## config.mk

```make
export PLATFORM = sky130hd
export DESIGN_NAME = rtc_secuencia_tx
export DESIGN_NICKNAME = d
export VERILOG_FILES = /design/src/rtl/rtc_pkg.sv /design/src/rtl/rtc_secuencia_tx.sv
export SDC_FILE = /design/constraint.sdc
export NUM_CORES = 1
export LEC_CHECK = 0
export BUFFER_PORTS_ARGS = -buffer_cell sky130_fd_sc_hd__buf_4
export CAP_MARGIN = 10
export CORE_MARGIN = 2
export CORE_UTILIZATION = 35
export CTS_BUF_LIST = sky130_fd_sc_hd__clkbuf_4
export CTS_CLUSTER_SIZE = 28
export DETAILED_ROUTE_END_ITERATION = 7
export GPL_TIMING_DRIVEN = 0
export PLACE_DENSITY = 0.49
export SETUP_SLACK_MARGIN = 0.05
export SLEW_MARGIN = 20
export SYNTH_ARGS = -nofsm -noshare
export SYNTH_HDL_FRONTEND = slang
export SYNTH_SLANG_ARGS = --single-unit
```

## constraint.sdc

```tcl
create_clock -name clk -period 2.6 [get_ports clk]
set_input_delay 0.13 -clock clk [delete_from_list [all_inputs] [get_ports clk]]
set_output_delay 0.13 -clock clk [all_outputs]
set_load 0.01 [all_outputs]
```

## src/rtl/rtc_pkg.sv

```systemverilog
// Shared definitions for the RTC-to-Interfaz burst transmitter:
// FSM encoding, register indices and framing constants.
package rtc_pkg;

    typedef enum logic [2:0] {
        StIdle,
        StReq,
        StWait,
        StSend,
        StHold
    } state_e;

    localparam int unsigned N_DATOS       = 8;
    localparam logic [7:0]  BASE_ADDR_DEF = 8'h21;
    localparam logic [7:0]  HEADER_BYTE   = 8'h00;

    localparam int unsigned IDX_SEG    = 0;
    localparam int unsigned IDX_MIN    = 1;
    localparam int unsigned IDX_HORA   = 2;
    localparam int unsigned IDX_FECHA  = 3;
    localparam int unsigned IDX_MES    = 4;
    localparam int unsigned IDX_ANIO   = 5;
    localparam int unsigned IDX_DIA    = 6;
    localparam int unsigned IDX_SEMANA = 7;

endpackage

```

## src/rtl/rtc_secuencia_tx.sv

```systemverilog
// Reads the eight RTC time registers on each tick and replays them to Interfaz
// as one framed burst (header, eight bytes, trailing hold on the last byte).
module rtc_secuencia_tx
    import rtc_pkg::*;
#(
    parameter logic [7:0]  BASE_ADDR   = BASE_ADDR_DEF,
    parameter int unsigned HOLD_CYCLES = 3,
    parameter int unsigned RD_TIMEOUT  = 255
) (
    input  logic       clk,
    input  logic       reset,
    input  logic       tick,
    output logic       rd_req,
    output logic [7:0] rd_addr,
    input  logic [7:0] rd_data,
    input  logic       rd_valid,
    output logic       inicioSecuencia,
    output logic [7:0] datoRTC,
    output logic       busy,
    output logic       rd_error
);

    state_e                  state_q, state_d;
    logic [2:0]              k_q, k_d;
    logic [7:0]              cnt_q, cnt_d;
    logic [3:0]              pos_q, pos_d;
    logic [N_DATOS-1:0][7:0] shadow_q, shadow_d;
    logic [N_DATOS-1:0][7:0] send_q, send_d;
    logic                    rd_req_q, rd_req_d;
    logic                    rd_error_q, rd_error_d;

    always_comb begin
        state_d    = state_q;
        k_d        = k_q;
        cnt_d      = cnt_q;
        pos_d      = pos_q;
        shadow_d   = shadow_q;
        send_d     = send_q;
        rd_req_d   = 1'b0;
        rd_error_d = 1'b0;

        unique case (state_q)
            StIdle: begin
                if (tick) begin
                    state_d  = StReq;
                    k_d      = '0;
                    rd_req_d = 1'b1;
                end
            end
            StReq: begin
                state_d  = StWait;
                cnt_d    = '0;
                rd_req_d = 1'b1;
            end
            StWait: begin
                if (rd_valid) begin
                    shadow_d[k_q] = rd_data;
                    if (k_q == 3'(IDX_SEMANA)) begin
                        // Publish only once the whole set has arrived.
                        send_d             = shadow_q;
                        send_d[IDX_SEMANA] = rd_data;
                        state_d            = StSend;
                        pos_d              = '0;
                    end else begin
                        k_d     = k_q + 3'd1;
                        state_d = StReq;
                    end
                end else if (cnt_q == 8'(RD_TIMEOUT - 1)) begin
                    state_d    = StIdle;
                    rd_error_d = 1'b1;
                end else begin
                    cnt_d    = cnt_q + 8'd1;
                    rd_req_d = 1'b1;
                end
            end
            StSend: begin
                if (pos_q == 4'(N_DATOS)) begin
                    state_d = StHold;
                    pos_d   = '0;
                end else begin
                    pos_d = pos_q + 4'd1;
                end
            end
            StHold: begin
                if (pos_q == 4'(HOLD_CYCLES - 1)) begin
                    state_d = StIdle;
                end else begin
                    pos_d = pos_q + 4'd1;
                end
            end
            default: state_d = StIdle;
        endcase
    end

    always_ff @(posedge clk) begin
        if (reset) begin
            state_q    <= StIdle;
            k_q        <= '0;
            cnt_q      <= '0;
            pos_q      <= '0;
            shadow_q   <= '0;
            send_q     <= '0;
            rd_req_q   <= 1'b0;
            rd_error_q <= 1'b0;
        end else begin
            state_q    <= state_d;
            k_q        <= k_d;
            cnt_q      <= cnt_d;
            pos_q      <= pos_d;
            shadow_q   <= shadow_d;
            send_q     <= send_d;
            rd_req_q   <= rd_req_d;
            rd_error_q <= rd_error_d;
        end
    end

    always_comb begin
        rd_req          = rd_req_q;
        rd_error        = rd_error_q;
        rd_addr         = rd_req_q ? (BASE_ADDR + {5'b0, k_q}) : 8'h00;
        busy            = (state_q != StIdle);
        inicioSecuencia = 1'b0;
        datoRTC         = 8'h00;
        unique case (state_q)
            StSend: begin
                inicioSecuencia = 1'b1;
                datoRTC = (pos_q == 4'd0) ? HEADER_BYTE : send_q[3'(pos_q - 4'd1)];
            end
            StHold: begin
                inicioSecuencia = 1'b1;
                datoRTC         = send_q[IDX_SEMANA];
            end
            default: begin
                inicioSecuencia = 1'b0;
                datoRTC         = 8'h00;
            end
        endcase
    end

endmodule

```

==> impl_metrics.csv, run 1 <==
group,metric,value,unit
outcome,status,"finished clean",
layout,fin_area,6930,sq um
floorplanning,die_y,135,um
timing,finalHoldWorstSlack,65.2,ps
placed_design,dpl-instance-area,6440,sq um
synth,ys_warn_count,0,
worst_setup_path,path_buf_inv,4,
worst_setup_path,worstPathRequired,2470,ps
timing,finalCriticalPeriod,2580,ps
synth,ys_seq_elements,140,
clocking,numClockSinks,140,
clocking,clk_pin_slew,140,ps
timing,slew_violations,0,
clocking,cts_made_buffers,17,
worst_setup_path,rr_startpoint,"state_q[1]",
synth,synth.area.mux_share,16.5,%
clocking,cts_buffer_depth,2,
power_and_ir_drop,power_density,532,nW/um^2
global_route,grt_use_total,18.7,%
timing,finalHoldViolCount,0,
synth,synth_xor_area_share,0.291,%
global_route,grt_pass1_wl,25.6,mm
layout,nets,727,
floorplanning,die_w,135,um
worst_setup_path,crit_arrival,2450,ps
layout,final_util,41.5,%
power_and_ir_drop,clock_power_share,36.1,%
synth,synthDistinctLibCells,54,
layout,layout_common_cells,"139 x nand2_1, 138 x dfxtp_1, 69 x nor2_1, 69 x a21oi_1, 62 x mux2i_1",
synth,syn_inst,657,
worst_setup_path,critPathMaxStageDelay,390,ps
clocking,clk_latency,550,ps
worst_setup_path,worst_setup_path_start_kind,"flip-flop",
power_and_ir_drop,internal_power,2.72,mW
routing,detail_route.drc_violations,0,
global_route,grt_pass1_vias,4558,
layout,syn2layout_area_growth,15.2,%
synth,synthArstFlopShare,0,%
routing,routed_wl,16.6,mm
synth,seq_area_frac_synth,46.6,%
placed_design,io_buffers,19,
timing,rsz0062_at_grt,"yes",
power_and_ir_drop,vdd_drop_max,0.234,mV
layout,drive_above_1_share,16.0,%
synth,synth-adder-area-share,1.66,%
synth,synth-edff-count,0,
floorplanning,fp.dieArea,18300,sq um
clocking,clockRootBuffer,"clkbuf_4",
routing,first_pass_iters,5,
synth,syn_avg_cell_area,9.16,sq um
floorplanning,rows,47,
power_and_ir_drop,p_switching,0.969,mW
worst_setup_path,critPathKind,"reg2out",
power_and_ir_drop,seq_power_share,58.5,%
power_and_ir_drop,switching_share,26.3,%
clocking,htree_levels,4,
synth,synth_compound_gate_area_share,9.54,%
placed_design,post-dp-hpwl,11.6,mm
worst_setup_path,cp_max_fo,4,
clocking,cts_tree,"done",
routing,antenna_left,0,
placed_design,routabilityCongestion,0.788,
global_route,antenna_found_initial,1,
layout,nFillCells,1714,
hold_path,hold_class,"in2reg",
floorplanning,start_util,36.0,%
timing,finalSetupViolations,0,
hold_path,hold_start,"rd_data[3]",
timing,clock_skew,14.3,ps
routing,num_vias,4811,
worst_setup_path,crit_slowest_cell,"dfxtp_4",
routing,via_per_inst,5.11,
synth,netlist_area,6020,sq um
timing,fmax,0.388,GHz
layout,final_common_cell,"nand2_1",
synth,synth-main-ff-cell,"dfxtp_1",
routing,wl_per_cell,17.6,um
synth,synth_top_family_by_area,"simple AND/OR/NAND/NOR gates",
run,maxCapViolations,0,
floorplanning,io_pins,32,
worst_setup_path,crit_start,"pos_q[0]",
floorplanning,core-area,16700,sq um
timing,slew_headroom,39.7,%
power_and_ir_drop,power.combinational.fraction,5.4,%
power_and_ir_drop,power.leakage,2.47,nW
timing,fin_crit_sh,99.2,%
worst_setup_path,end_kind,"output port",
timing,tightest_slew,898,ps
global_route,grt_overflow,0,
worst_setup_path,crit_family,"flip-flops",
synth,synthSimpleGateAreaFrac,21.2,%
global_route,grt_max_degree,17,
worst_setup_path,cp_cell_sequence,"buf_8 > inv_6 > ha_4 > buf_12 > mux4_2 > nor3b_2 > a221o_1 > buf_6",
routing,drt_iter0_drc,239,
[worst paths after layout]
| path | slack [ps] | endpoint | cells past startpoint |
|---|---|---|---|
| setup / recovery | 20 | datoRTC[5] | 8 |
| hold / removal | 70 | send_q[59] | 3 |
| setup reg to reg | 320 | send_q[59] | 5 |
| hold reg to reg | 450 | send_q[36] | 2 |
[layer usage]
layer	part of all wire (%)	track usage (%)
met1	50	26.5
met2	45	28.8
met3	4.1	3.87
met4	1.7	5.79
met5	0	0
[worst reg2reg max path: cells and delay by family (launching register included)]
family	cells	cell delay [ps]
simple gates	3	1310
flops	1	400
buf+inv	1	380
compound gates	1	70
[synthesized netlist by cell type, types with 2 or more instances]
cell,number,area share [%]
a211oi_1,2,0.25
a21oi_1,71,5.9
a221o_1,8,1.3
and2_1,5,0.52
and3_1,2,0.21
buf_1,3,0.19
buf_2,12,1.0
buf_4,4,0.50
clkbuf_1,37,2.3
dfxtp_1,140,47
ha_1,8,1.7
inv_1,3,0.19
mux2i_1,62,10
mux4_2,16,6.0
nand2_1,139,8.7
nand2b_1,7,0.73
nand3_1,6,0.50
nand3b_1,4,0.50
nand4_1,4,0.42
nor2_1,69,4.3
nor3b_1,13,1.6
nor4_1,2,0.21
nor4_4,2,0.71
nor4b_1,2,0.29
o211ai_1,2,0.25
o21ai_0,2,0.17
o31ai_1,2,0.25
or3_1,2,0.21
or3b_2,2,0.29
or4_1,2,0.25
[logic make-up after synthesis]
group,Yosys count
and+or+nand+nor,272
buffers and inverters,59
adders and majority gates,8
DFF,140
xor gates and xnor gates,2
other,1
muxes,79
AOI/OAI and AO/OA,96
[through the flow]
step                      setup slack [ps]  total power [mW]  setup TNS (ps)  instances
after global routing                 -63.8              3.84            -431        941
final                                 20.4              3.69               0        941
after CTS                            -51.1              3.74            -305        939
after floorplan                       82.3              2.32               0        659
after detailed placement              -843              2.39           -5600        898
after global placement                -876              2.39           -5840        898
[sequential cells by signal, indices dropped and copies added (netlist names)]
| name | count |
|---|---|
| rd_req | 1 |
| rd_error | 1 |
| shadow_q | 56 |
| send_q | 64 |
| pos_q | 4 |
| state_q | 3 |
| cnt_q | 8 |
| k_q | 3 |
[power by group through the flow]
stage | registers (mW) | logic, mW | clock network (mW)
floorplan | 2.21 | 0.117 | 0
global placement | 2.21 | 0.185 | 0
detailed placement | 2.21 | 0.187 | 0
CTS | 2.16 | 0.201 | 1.38
global route | 2.16 | 0.216 | 1.47
finish | 2.16 | 0.201 | 1.33
[cell type report]
| type | instances | area (sq um) | share of cell area [%] |
|---|---|---|---|
| antenna | 1 | 2.50 | 0.0361 |
| clock inverter | 13 | 121 | 1.75 |
| tap | 220 | 275 | 3.97 |
| buffer | 55 | 269 | 3.88 |
| timing repair buffer | 30 | 264 | 3.81 |
| multi-input combinational | 460 | 3030 | 43.7 |
| inverter | 3 | 16.3 | 0.235 |
| sequential | 140 | 2810 | 40.5 |
| clock buffer | 19 | 143 | 2.06 |
[what timing repair did]
item	CTS	global route
endpoints found under the hold margin	10	0
resized for setup	26	8
hold buffers	3	0
pin swaps	2	1
setup buffers	7	1
endpoints found under the setup margin	9	8
No activity file was read; power rests on OpenSTA's default activity.
==> inputs of run 2 (changes only) <==
CELL_PAD_IN_SITES_DETAIL_PLACEMENT = 1   (was default)
CELL_PAD_IN_SITES_GLOBAL_PLACEMENT = 1   (was default)
GPL_TIMING_DRIVEN = default   (was 0)
PLACE_DENSITY = 0.61   (was 0.49)
SKIP_LAST_GASP = 1   (was default)
==> impl_metrics.csv, run 2 (synthesis gave the netlist of run 1 again) <==
group,metric,value,unit
outcome,status,"finished clean",
routing,first_pass_iters,4,
timing,finalSetupViolations,0,
floorplanning,fp.dieArea,18300,sq um
worst_setup_path,critPathKind,"reg2out",
timing,rsz0062_at_grt,"no",
power_and_ir_drop,power_density,557,nW/um^2
clocking,clockRootBuffer,"clkbuf_4",
floorplanning,die_y,135,um
layout,top_register,"send_q",
power_and_ir_drop,power,3.86,mW
timing,fmax,0.412,GHz
clocking,numClockSinks,140,
layout,nFillCells,1973,
placed_design,routabilityCongestion,0.761,
layout,largest_reg_flops,64,
floorplanning,die_w,135,um
placed_design,post-dp-hpwl,10.6,mm
power_and_ir_drop,power.leakage,2.43,nW
floorplanning,rows,47,
global_route,grt_pass1_vias,4718,
routing,antenna_left,0,
clocking,cts_made_buffers,17,
timing,finalHoldViolCount,0,
clocking,clk_latency,530,ps
global_route,grt_max_degree,87,
timing,clock_skew,17.8,ps
layout,nets,702,
global_route,grt_pass1_wl,26.0,mm
global_route,grt_overflow,0,
layout,layout_common_cells,"139 x nand2_1, 138 x dfxtp_1, 71 x a21oi_1",
timing,finalSetupTns,0,ps
layout,syn2layout_area_growth,15.1,%
floorplanning,io_pins,32,
layout,drive_above_1_share,16.6,%
hold_path,hold_class,"in2reg",
floorplanning,start_util,36.0,%
routing,detail_route.drc_violations,0,
timing,slew_headroom,38.5,%
worst_setup_path,crit_arrival,2290,ps
routing,wl_per_cell,18.0,um
worst_setup_path,cp_max_fo,8,
layout,final_common_cell,"nand2_1",
timing,slew_violations,0,
routing,via_per_inst,5.16,
worst_setup_path,worstPathRequired,2470,ps
run,maxCapViolations,0,
placed_design,dpl-instance-area,6410,sq um
clocking,cts_tree,"done",
clocking,clk_pin_slew,130,ps
global_route,grt_use_total,18.7,%
timing,fin_crit_sh,93.3,%
placed_design,io_buffers,28,
routing,drt_iter0_drc,219,
power_and_ir_drop,vdd_drop_max,0.383,mV
routing,routed_wl,16.5,mm
layout,reg_top3,"send_q x64, shadow_q x56, cnt_q x8",
timing,tightest_slew,923,ps
worst_setup_path,end_kind,"output port",
clocking,cts_buffer_depth,2,
timing,finalCriticalPeriod,2420,ps
global_route,antenna_found_initial,1,
worst_setup_path,worst_setup_path_start_kind,"flip-flop",
clocking,htree_levels,4,
floorplanning,core-area,16700,sq um
routing,num_vias,4718,
layout,fin_area,6930,sq um
[run 2: cell types whose count changed in the layout (fill, tap and decap cells not counted), moves of 3 or more]
cell           previous run  this run
dlygate4sd3_1             3        10
buf_6                     5         0
clkinv_4                  6         3
nor3b_1                   9        13
clkbuf_1                 33         0
buf_2                    11         0
buf_4                    26        46
[run 2: worst paths after layout]
| check | start | endpoint | slack, ps | depth (start not counted) |
|---|---|---|---|---|
| hold / removal | reset | cnt_q[1] | 190 | 2 |
| setup reg to reg | state_q[1] | send_q[51] | 340 | 5 |
| hold reg to reg | shadow_q[30] | send_q[30] | 460 | 2 |
| setup / recovery | pos_q[0] | datoRTC[7] | 180 | 7 |
[run 2: layout make-up]
type                            instances  area (sq um)  area share, %
Antenna cell                            1          2.50         0.0361
Multi-Input combinational cell        460          3000           43.3
Clock buffer                           18           135           1.95
Clock inverter                         13           168           2.42
Inverter                                3          11.3          0.163
Sequential cell                       140          2810           40.5
Tap cell                              220           275           3.97
Timing Repair Buffer                   60           528           7.62
[run 2: per-layer routing]
| layer | global-route usage (%) | share of wire [%] | vias up |
|---|---|---|---|
| met5 | 0 | 0 | - |
| met4 | 4.86 | 1.2 | 0 |
| met3 | 4.09 | 3.0 | 15 |
| met2 | 33.3 | 51 | 72 |
| met1 | 22.9 | 45 | 2326 |
| li1 | - | - | 2305 |
[run 2: power by group]
part | internal (mW) | total, mW | leakage, nW | switching, mW
sequential | 2.15 | 2.16 | 1.13 | 0.0124
combinational | 0.0695 | 0.183 | 1.15 | 0.113
clock | 0.680 | 1.51 | 0.154 | 0.831
[run 2: timing repair]
item,4_1_cts,5_1_grt
gates resized for setup,8,4
pin swaps,4,3
gates cloned,1,0
endpoints found under the setup margin,8,8
hold endpoints to repair,68,0
hold buffers,10,0
setup buffers,5,1
[run 2: metrics by stage]
step | hold slack (ps) | util [%] | worst slack [ps] | instances
2_1_floorplan | 350 | - | 82.3 | 659
3_3_place_gp | 438 | 38.4 | 463 | 866
3_5_place_dp | 448 | 38.4 | 341 | 866
4_1_cts | 154 | 41.4 | 56.2 | 913
5_1_grt | 180 | 41.5 | 52.9 | 915
6_report | 187 | 41.5 | 175 | 915
[run 2: critical path, stage by stage (launching register included)]
cell and delay, ps:
dfxtp_2 370, inv_2 60, ha_4 320, buf_12 140, mux4_2 290, nor3b_1 150
a221o_1 280, buf_4 150
==> inputs of run 3 (changes only) <==
CELL_PAD_IN_SITES_DETAIL_PLACEMENT = 0   (was 1)
CELL_PAD_IN_SITES_GLOBAL_PLACEMENT = 2   (was 1)
PLACE_DENSITY = 0.73   (was 0.61)
==> impl_metrics.csv, run 3 (synthesis gave the netlist of run 1 again) <==
group,metric,value,unit
placed_design,dp_slack,311,ps
power_and_ir_drop,vdd_drop_max,0.250,mV
global_route,grt_use_total,17.8,%
clocking,clockRootBuffer,"clkbuf_4",
worst_setup_path,crit_arrival,2320,ps
floorplanning,rows,47,
placed_design,dpl-instance-area,6450,sq um
worst_setup_path,path_buf_inv,3,
placed_design,post-dp-hpwl,9.49,mm
layout,drive_above_1_share,17.2,%
layout,seqCellArea,2810,sq um
outcome,status,"finished clean",
clocking,cts_tree,"done",
timing,finalSetupTns,0,ps
timing,rsz0062_at_grt,"yes",
worst_setup_path,crit_start,"pos_q[0]",
hold_path,holdPathStages,2,
worst_setup_path,critPathMaxStageDelay,390,ps
floorplanning,core-area,16700,sq um
worst_setup_path,worst_setup_path_start_kind,"flip-flop",
layout,final_common_cell,"nand2_1",
run,maxCapViolations,0,
worst_setup_path,crit_family,"flip-flops",
timing,fmax,0.409,GHz
clocking,htree_levels,4,
power_and_ir_drop,power.leakage,2.44,nW
global_route,grt_pass1_vias,4455,
timing,finalSetupViolations,0,
timing,tightest_slew,1110,ps
floorplanning,die_w,135,um
layout,fin_cells,913,
worst_setup_path,worstPathRequired,2470,ps
clocking,cts_buffer_depth,2,
routing,drt_iter0_drc,212,
worst_setup_path,r2r_end,"send_q[0]",
routing,first_pass_iters,4,
worst_setup_path,r2r_setup_slack,440,ps
timing,slew_violations,0,
layout,nFillCells,1674,
worst_setup_path,critPathKind,"reg2out",
timing,setup_ws,153,ps
layout,syn2layout_area_growth,14.7,%
worst_setup_path,cp_max_fo,6,
placed_design,dp.cells,867,
global_route,grt_pass1_wl,24.7,mm
layout,multi_input_area,3030,sq um
layout,nets,701,
hold_path,hold_start,"reset",
floorplanning,start_util,36.0,%
clocking,numClockSinks,140,
global_route,grt_max_degree,104,
clocking,clk_latency,530,ps
layout,layout_common_cells,"139 x nand2_1, 136 x dfxtp_1, 70 x a21oi_1",
timing,clock_skew,13.3,ps
timing,fin_crit_sh,94.1,%
layout,fin_area,6900,sq um
routing,antenna_left,0,
placed_design,routabilityCongestion,0.759,
routing,num_vias,4582,
floorplanning,die_y,135,um
placed_design,io_buffers,28,
power_and_ir_drop,power_density,508,nW/um^2
worst_setup_path,rr_startpoint,"k_q[0]",
clocking,clk_pin_slew,120,ps
layout,top_register,"send_q",
floorplanning,io_pins,32,
layout,largest_reg_flops,64,
layout,final_util,41.3,%
global_route,grt_overflow,0,
worst_setup_path,crit_slowest_cell,"dfxtp_4",
worst_setup_path,end_kind,"output port",
global_route,antenna_found_initial,2,
routing,wl_per_cell,16.9,um
routing,routed_wl,15.4,mm
hold_path,whs_endpoint,"cnt_q[1]",
clocking,cts_made_buffers,17,
floorplanning,fp.dieArea,18300,sq um
timing,finalHoldViolCount,0,
layout,reg_top3,"send_q x64, shadow_q x56, cnt_q x8",
worst_setup_path,reg2regPathDepth,6,
timing,slew_headroom,26.0,%
hold_path,hold_class,"in2reg",
routing,detail_route.drc_violations,0,
worst_setup_path,cp_cell_sequence,"inv_4 > ha_4 > buf_12 > mux4_2 > nor3b_1 > a221o_1 > buf_6",
timing,finalCriticalPeriod,2450,ps
routing,via_per_inst,5.02,
[run 3: area by class of cell]
cell class	instances	share of cell area, %
tap	220	3.99
antenna	1	0.0363
sequential	140	40.7
timing repair buffer	59	8.16
inverter	3	0.199
multi-input combinational	460	43.9
clock inverter	9	0.743
clock buffer	21	2.28
[run 3: worst max path at each step]
stage | end | slack [ps] | depth (start not counted)
6_report | datoRTC[2] | 150 | 7
5_1_grt | datoRTC[7] | 20 | 7
4_1_cts | datoRTC[2] | 40 | 7
3_5_place_dp | shadow_q[28] | 310 | 4
3_3_place_gp | shadow_q[29] | 360 | 4
2_1_floorplan | datoRTC[5] | 80 | 8
[run 3: worst register-to-register path: stages (launching register included)]
cell     delay [ps]
dfxtp_1         580
ha_1            220
ha_1            240
and3_2          480
buf_12          330
nand2_1         110
a21oi_1         120
[run 3: per-layer routing]
layer | global-route usage, % | part of all wire, % | vias to the layer above | wire length (um)
met5 | 0 | 0.084 | - | 13
met1 | 24.2 | 49 | 2208 | 7550
met4 | 5.03 | 1.0 | 2 | 154
met2 | 28.5 | 47 | 64 | 7220
met3 | 4.24 | 3.0 | 15 | 459
li1 | - | - | 2293 | -
[run 3: timing repair]
item,CTS,global route
gates cloned,0,1
hold buffers,10,0
endpoints found under the setup margin,8,8
hold endpoints to repair,69,0
resized for setup,6,16
setup buffers,2,2
pin swaps,1,1
[run 3: metrics by stage]
stage / hold WS [ps] / power [mW]
after detailed placement: 443 / 2.38
after global routing: 236 / 3.67
after CTS: 209 / 3.56
final: 200 / 3.51
after global placement: 439 / 2.37
after floorplan: 350 / 2.32
[run 3: where the power goes]
group	internal [mW]	leakage [nW]	switching, mW	total [mW]
clock	0.399	0.130	0.762	1.16
combinational	0.0713	1.18	0.110	0.181
sequential	2.15	1.13	0.0128	2.16
total	2.62	2.44	0.885	3.51
